### src/rtl/fb_pkg.sv
// Shared types and constants for the framebuffer pixel writer.
package fb_pkg;
  localparam int FB_FIFO_MIN_DEPTH = 4;
  localparam int FB_DEF_ADDRW      = 16;
  localparam int FB_DEF_COLRW      = 4;

  // Request layout for the default 320x180, 4-bit colour framebuffer.
  typedef struct packed {
    logic [FB_DEF_ADDRW-1:0] addr;
    logic [FB_DEF_COLRW-1:0] colr;
  } fb_req_t;
endpackage

### src/rtl/fb_pixel_writer_if.sv
// Framebuffer write port: the writer is master, the memory port is slave.
interface fb_pixel_writer_if #(
  parameter int ADDRW = 16,
  parameter int COLRW = 4
);
  logic             fb_we;
  logic             fb_ready;
  logic [ADDRW-1:0] fb_addr;
  logic [COLRW-1:0] fb_colr;

  modport master (output fb_we, fb_addr, fb_colr, input fb_ready);
  modport slave  (input fb_we, fb_addr, fb_colr, output fb_ready);
endinterface

### src/rtl/fb_req_fifo.sv
// First-word fall-through request FIFO with occupancy count output.
module fb_req_fifo
  import fb_pkg::*;
#(
  parameter type req_t = fb_req_t,
  parameter int  DEPTH = FB_FIFO_MIN_DEPTH
) (
  input  logic                     clk,
  input  logic                     rst,
  input  logic                     push,
  input  req_t                     din,
  input  logic                     pop,
  output req_t                     head,
  output logic                     empty,
  output logic [$clog2(DEPTH):0]   count
);
  localparam int PW = $clog2(DEPTH);
  localparam int CW = PW + 1;

  req_t          mem [DEPTH];
  logic [PW-1:0] wr_ptr_reg, rd_ptr_reg;
  logic [CW-1:0] count_reg;
  logic          full, do_pop, do_push;

  assign empty   = (count_reg == '0);
  assign full    = (count_reg == CW'(DEPTH));
  assign do_pop  = pop && !empty;
  // A push into a full FIFO is legal only when the head leaves the same cycle.
  assign do_push = push && (!full || do_pop);
  assign head    = mem[rd_ptr_reg];
  assign count   = count_reg;

  always_ff @(posedge clk) begin
    if (do_push) mem[wr_ptr_reg] <= din;
  end

  always_ff @(posedge clk) begin
    if (rst) begin
      wr_ptr_reg <= '0;
      rd_ptr_reg <= '0;
      count_reg  <= '0;
    end else begin
      assert (!(push && full && !do_pop));
      if (do_push) wr_ptr_reg <= wr_ptr_reg + PW'(1);
      if (do_pop)  rd_ptr_reg <= rd_ptr_reg + PW'(1);
      count_reg <= count_reg + CW'(do_push) - CW'(do_pop);
    end
  end
endmodule

### src/rtl/fb_pixel_writer.sv
// Clips drawing-engine pixels, forms linear addresses and queues framebuffer writes.
// Optional clipped-pixel counter enabled by defining FB_WRITER_CLIP_CNT_EN.
module fb_pixel_writer
  import fb_pkg::*;
#(
  parameter int  CORDW      = 16,
  parameter int  FB_WIDTH   = 320,
  parameter int  FB_HEIGHT  = 180,
  parameter int  COLRW      = 4,
  parameter int  FIFO_DEPTH = 4,
  localparam int ADDRW      = $clog2(FB_WIDTH*FB_HEIGHT)
) (
  input  logic                    clk,
  input  logic                    rst,
  input  logic signed [CORDW-1:0] x,
  input  logic signed [CORDW-1:0] y,
  input  logic                    drawing,
  input  logic [COLRW-1:0]        colr,
  output logic                    oe,
  output logic                    busy,
`ifdef FB_WRITER_CLIP_CNT_EN
  output logic [15:0]             clip_cnt,
`endif
  fb_pixel_writer_if.master       fb
);
  localparam int CW = $clog2(FIFO_DEPTH) + 1;
  localparam int OW = CW + 1;
  localparam logic signed [CORDW-1:0] W_S = CORDW'(FB_WIDTH);
  localparam logic signed [CORDW-1:0] H_S = CORDW'(FB_HEIGHT);

  if (FIFO_DEPTH < FB_FIFO_MIN_DEPTH || (FIFO_DEPTH & (FIFO_DEPTH - 1)) != 0) begin : g_depth_chk
    $error("FIFO_DEPTH must be a power of two and at least 4");
  end

  typedef struct packed {
    logic [ADDRW-1:0] addr;
    logic [COLRW-1:0] colr;
  } req_t;

  logic                    s1_valid_reg, s2_valid_reg, oe_reg;
  logic signed [CORDW-1:0] s1_x_reg, s1_y_reg;
  logic [COLRW-1:0]        s1_colr_reg;
  req_t                    s2_req_reg, head;
  logic                    s1_clip, s2_valid_next, fifo_empty, pop;
  logic [ADDRW-1:0]        s1_addr;
  logic [CW-1:0]           fifo_count;
  logic [OW-1:0]           occ_next;

  assign s1_clip = s1_x_reg[CORDW-1] || s1_y_reg[CORDW-1] ||
                   (s1_x_reg >= W_S) || (s1_y_reg >= H_S);
  assign s1_addr = ADDRW'($unsigned(s1_y_reg)) * ADDRW'(FB_WIDTH) + ADDRW'($unsigned(s1_x_reg));
  assign s2_valid_next = s1_valid_reg && !s1_clip;
  assign pop = fb.fb_ready && !fifo_empty;

  // Everything that will be in flight next cycle; oe lags one cycle, so the
  // engine may add at most one pixel after this reaches FIFO_DEPTH.
  assign occ_next = OW'(fifo_count) + OW'(s2_valid_reg) + OW'(drawing)
                  + OW'(s2_valid_next) - OW'(pop);

  always_ff @(posedge clk) begin
    if (rst) begin
      s1_valid_reg <= 1'b0;
      s2_valid_reg <= 1'b0;
      oe_reg       <= 1'b0;
    end else begin
      s1_valid_reg <= drawing;
      s2_valid_reg <= s2_valid_next;
      oe_reg       <= (occ_next < OW'(FIFO_DEPTH));
    end
  end

  always_ff @(posedge clk) begin
    s1_x_reg    <= x;
    s1_y_reg    <= y;
    s1_colr_reg <= colr;
    s2_req_reg  <= '{addr: s1_addr, colr: s1_colr_reg};
  end

  fb_req_fifo #(
    .req_t (req_t),
    .DEPTH (FIFO_DEPTH)
  ) u_fifo (
    .clk   (clk),
    .rst   (rst),
    .push  (s2_valid_reg),
    .din   (s2_req_reg),
    .pop   (pop),
    .head  (head),
    .empty (fifo_empty),
    .count (fifo_count)
  );

  assign oe         = oe_reg;
  assign busy       = s1_valid_reg || s2_valid_reg || !fifo_empty;
  assign fb.fb_we   = !fifo_empty;
  assign fb.fb_addr = fifo_empty ? '0 : head.addr;
  assign fb.fb_colr = fifo_empty ? '0 : head.colr;

`ifdef FB_WRITER_CLIP_CNT_EN
  logic [15:0] clip_cnt_reg;

  always_ff @(posedge clk) begin
    if (rst) begin
      clip_cnt_reg <= '0;
    end else if (s1_valid_reg && s1_clip && clip_cnt_reg != 16'hFFFF) begin
      clip_cnt_reg <= clip_cnt_reg + 16'd1;
    end
  end

  assign clip_cnt = clip_cnt_reg;
`endif
endmodule
### src/flat_wrapper.sv
// flat-port wrapper written by rule: the top's interface ports become plain ports
module fb_pixel_writer_flat import fb_pkg::*;
#(
  parameter int  CORDW      = 16,
  parameter int  FB_WIDTH   = 320,
  parameter int  FB_HEIGHT  = 180,
  parameter int  COLRW      = 4,
  parameter int  FIFO_DEPTH = 4,
  localparam int ADDRW      = $clog2(FB_WIDTH*FB_HEIGHT)
)
  (clk, rst, x, y, drawing, colr, oe, busy, fb_fb_we, fb_fb_addr, fb_fb_colr, fb_fb_ready);
  fb_pixel_writer_if #(.COLRW(COLRW)) fb_i ();
  input  logic clk;
  input  logic rst;
  input  logic signed [CORDW-1:0] x;
  input  logic signed [CORDW-1:0] y;
  input  logic drawing;
  input  logic [COLRW-1:0] colr;
  output logic oe;
  output logic busy;
  output wire logic [$bits(fb_i.fb_we)-1:0] fb_fb_we;
  output wire logic [$bits(fb_i.fb_addr)-1:0] fb_fb_addr;
  output wire logic [$bits(fb_i.fb_colr)-1:0] fb_fb_colr;
  input wire logic [$bits(fb_i.fb_ready)-1:0] fb_fb_ready;
  assign fb_fb_we = fb_i.fb_we;
  assign fb_fb_addr = fb_i.fb_addr;
  assign fb_fb_colr = fb_i.fb_colr;
  assign fb_i.fb_ready = fb_fb_ready;
  fb_pixel_writer #(.CORDW(CORDW), .FB_WIDTH(FB_WIDTH), .FB_HEIGHT(FB_HEIGHT), .COLRW(COLRW), .FIFO_DEPTH(FIFO_DEPTH)) u_core (.clk(clk), .rst(rst), .x(x), .y(y), .drawing(drawing), .colr(colr), .oe(oe), .busy(busy), .fb(fb_i));
endmodule
### config.mk
export PLATFORM = sky130hd
export DESIGN_NAME = fb_pixel_writer_flat
export DESIGN_NICKNAME = d
export VERILOG_FILES = /design/src/rtl/fb_pkg.sv /design/src/rtl/fb_pixel_writer_if.sv /design/src/rtl/fb_req_fifo.sv /design/src/rtl/fb_pixel_writer.sv /design/src/flat_wrapper.sv
export SDC_FILE = /design/constraint.sdc
export NUM_CORES = 1
export LEC_CHECK = 0
export CAP_MARGIN = 20
export CORE_MARGIN = 3
export CORE_UTILIZATION = 55
export CTS_CLUSTER_SIZE = 16
export DETAILED_ROUTE_END_ITERATION = 7
export PLACE_DENSITY = 0.79
export SYNTH_ARGS = -nofsm -noshare
export SYNTH_HDL_FRONTEND = slang
export SYNTH_HIERARCHICAL = 1
export SYNTH_SLANG_ARGS = --single-unit
### constraint.sdc
create_clock -name clk -period 3.95 [get_ports clk]
set_clock_uncertainty 0.2 [all_clocks]
set_input_delay 0.9875 -clock clk [delete_from_list [all_inputs] [get_ports clk]]
set_output_delay 0.9875 -clock clk [all_outputs]
set_load 0.02 [all_outputs]
==> summary.txt <==
Drt
  – Antenna Nets Post-Route: 0
  – Drc violations: 0
  – Drt first pass iters: 4
  – Detailed-route via count: between 3,000 and 4,000
  – Avg WL per Cell: ~16 um
  – 1st-iter DRT viols: around 190
  – Drt via density: between 5 and 6
  – Overall routed net length: between 9000 and 10,000 um

Synth
  – Syn Std Cell Area: approximately 5600 um^2
  – Post-synth EDFFs: 80
  – Async set-reset flop share out of synthesis: 0%
  – Synth unique cells: just over 40
  – Synth Flop Type: edfxtp_1
  – Synth area leaders: edfxtp_1, dfxtp_1, mux4_2
  – Syn Nets: 429
  – Largest area contributor in the netlist: edfxtp_1
  – Yosys reg bits: 148
  – Share of the synthesized area in the top cell type: a little over two fifths
  – Seq/Total Area, Yosys: 67.3%
  – Synth Instances: 352
  – Yosys warnings: 6
  – Synthesized area per cell: approximately 16 um^2

STA
  – Final min period: 3.64 ns
  – Worst slew margin: 68.1%
  – RSZ-0062 raised after global routing: false
  – Max Freq: roughly 0.27 GHz
  – Fin. Hold Viols: 0
  – Final setup fails: 0
  – Final period util: between 90% and 100%
  – Hold Slack: about 0.13 ns
  – Pins Over Slew Limit: 0
  – Worst-margin pin slew: 0.474 ns
  – Final setup TNS: 0 ns

Layout
  – Diodes inserted: 0
  – Layout area overhead: 26.1%
  – Final layout net count: 510
  – Layout cell share with drive strength beyond 1: between 10% and 20%
  – Commonest non-fill, non-tap cell in the layout: edfxtp_1
  – Most frequent cells in the layout: edfxtp_1, dfxtp_1, clkdlybuf4s50_1
  – Max FFs per register: 80

Power and ir drop
  – Worst vdd rail ir drop: roughly 0.33 mV
  – PwrDens: 532 nW/um^2
  – Total power: ~3.8 mW
  – Leakage: roughly 2.6 nW

Placed design
  – Port bufs: a little over 60
  – Post-DP HPWL: a little over 6000 um
  – RePlAce Congestion: roughly 0.8

Clock tree
  – H-tree Lvls: 4
  – Clk Latency, worst-skew pair: 0.51 ns
  – Post-CTS Repair Setup Buffers: 0
  – Clk sinks: 148
  – Worst-path clk slew: approximately 0.060 ns
  – CTS buffer count: 17
  – Hold Buf Count CTS: 0
  – Post-CTS sizing: 0
  – CTS tree: built
  – Clock buffer depth: 2
  – CTS root buffer: clkbuf_8

Setup path
  – CP arrival: 2.45 ns
  – Worst Setup Start Kind: flop
  – WS Path Type: flop to output port
  – Crit path required time: roughly 2.8 ns
  – Crit-path max FO: 20
  – Endpoint kind of the worst setup timing path: output port

Min path
  – Worst hold path class: flop to flop

Floorplanning
  – Initial core utilization: approximately 57%
  – FP Rows: 36
  – Die Wd: 107 um
  – Die area: between 10,000 and 15,000 um^2
  – # IOs: 63
  – Core box area: ~10000 um^2
  – Die H: about 110 um

Status
  – Status: finished clean

GRT
  – Largest net degree at the start of global routing: 24
  – Global-route usage over all layers: 17.8%
  – First-pass GRT wire length: 15,300 um
  – Vias in the first global route: about 3,100
  – Grt total ovfl: 0
  – Initial antenna violation count: 0

Flow run
  – Max-capacitance violation count: 0
[synthesized netlist by cell type (3+ instances only)]
cell	n
a21oi_1	6
and2_1	4
clkbuf_1	5
dfxtp_1	68
edfxtp_1	80
fa_1	4
ha_1	33
inv_1	25
mux4_2	20
nor2_1	14
nor2b_1	28
nor3_1	3
nor4_1	3
o21ai_0	5
xnor2_1	14
xor2_1	5
[through the flow]
step	utilization [%]	area, um^2	worst slack, ns	instances
after global placement	65.3	6410	0.352	547
final	71.8	7050	0.310	579
after floorplan	-	5590	0.913	352
after CTS	71.8	7050	0.246	579
after global routing	71.8	7050	0.175	579
after detailed placement	65.3	6410	0.251	547
[cells by family after synthesis]
kind of cell | after synthesis | share of synthesized area, %
XOR/XNOR | 19 | 2.97
AND/OR/NAND/NOR | 64 | 6.42
flip-flops | 148 | 67.3
buffers and inverters | 33 | 2.26
adder cells (fa/ha/maj) | 37 | 8.81
multiplexers | 22 | 8.50
AO/OA/AOI/OAI | 29 | 3.76
[cell type report]
| type | count | area [um^2] |
|---|---|---|
| multi-input combinational | 171 | 1710 |
| tap | 133 | 166 |
| timing repair buffer | 69 | 673 |
| fill | 666 | 2770 |
| sequential | 148 | 3760 |
| clock inverter | 13 | 220 |
| clock buffer | 19 | 422 |
| inverter | 26 | 97.6 |
[layer usage]
layer  vias to the layer above  global-route usage, %  share of wire [%]  wire length (um)
met4                         0                   9.22                3.2               304
li1                       1446                      -                  -                 -
met2                        80                   29.5                 50              4690
met1                      1450                   21.4                 42              3980
met5                         -                      0                  0                 0
met3                        26                   4.94                4.4               412
[power breakdown]
group | total, mW | switching (mW) | internal [mW]
Clock | 1.72 | 0.613 | 1.10
Combinational | 0.247 | 0.118 | 0.129
Sequential | 1.79 | 0.0542 | 1.73
[path summary, 6_finish.rpt]
| kind | from | end | slack [ns] | cells after the start |
|---|---|---|---|---|
| worst min register to register | u_core/s1_colr_reg[3] | u_core/s2_req_reg[3] | 0.13 | 0 |
| worst min-delay path | u_core/s1_colr_reg[3] | u_core/s2_req_reg[3] | 0.13 | 0 |
| worst max-delay path | flop | fb_fb_addr[15] | 0.31 | 4 |
| worst max register to register | u_core/u_fifo/count[1] | u_core/u_fifo/count[2] | 0.87 | 12 |
[worst max-delay path, cell delays in order, from the launching register on]
cell and delay (ns):
dfxtp_1 0.31, buf_4 0.36, mux4_2 0.56, nor2b_1 0.15, clkdlybuf4s50_1 0.55
Power figures use the tool's default switching activity.
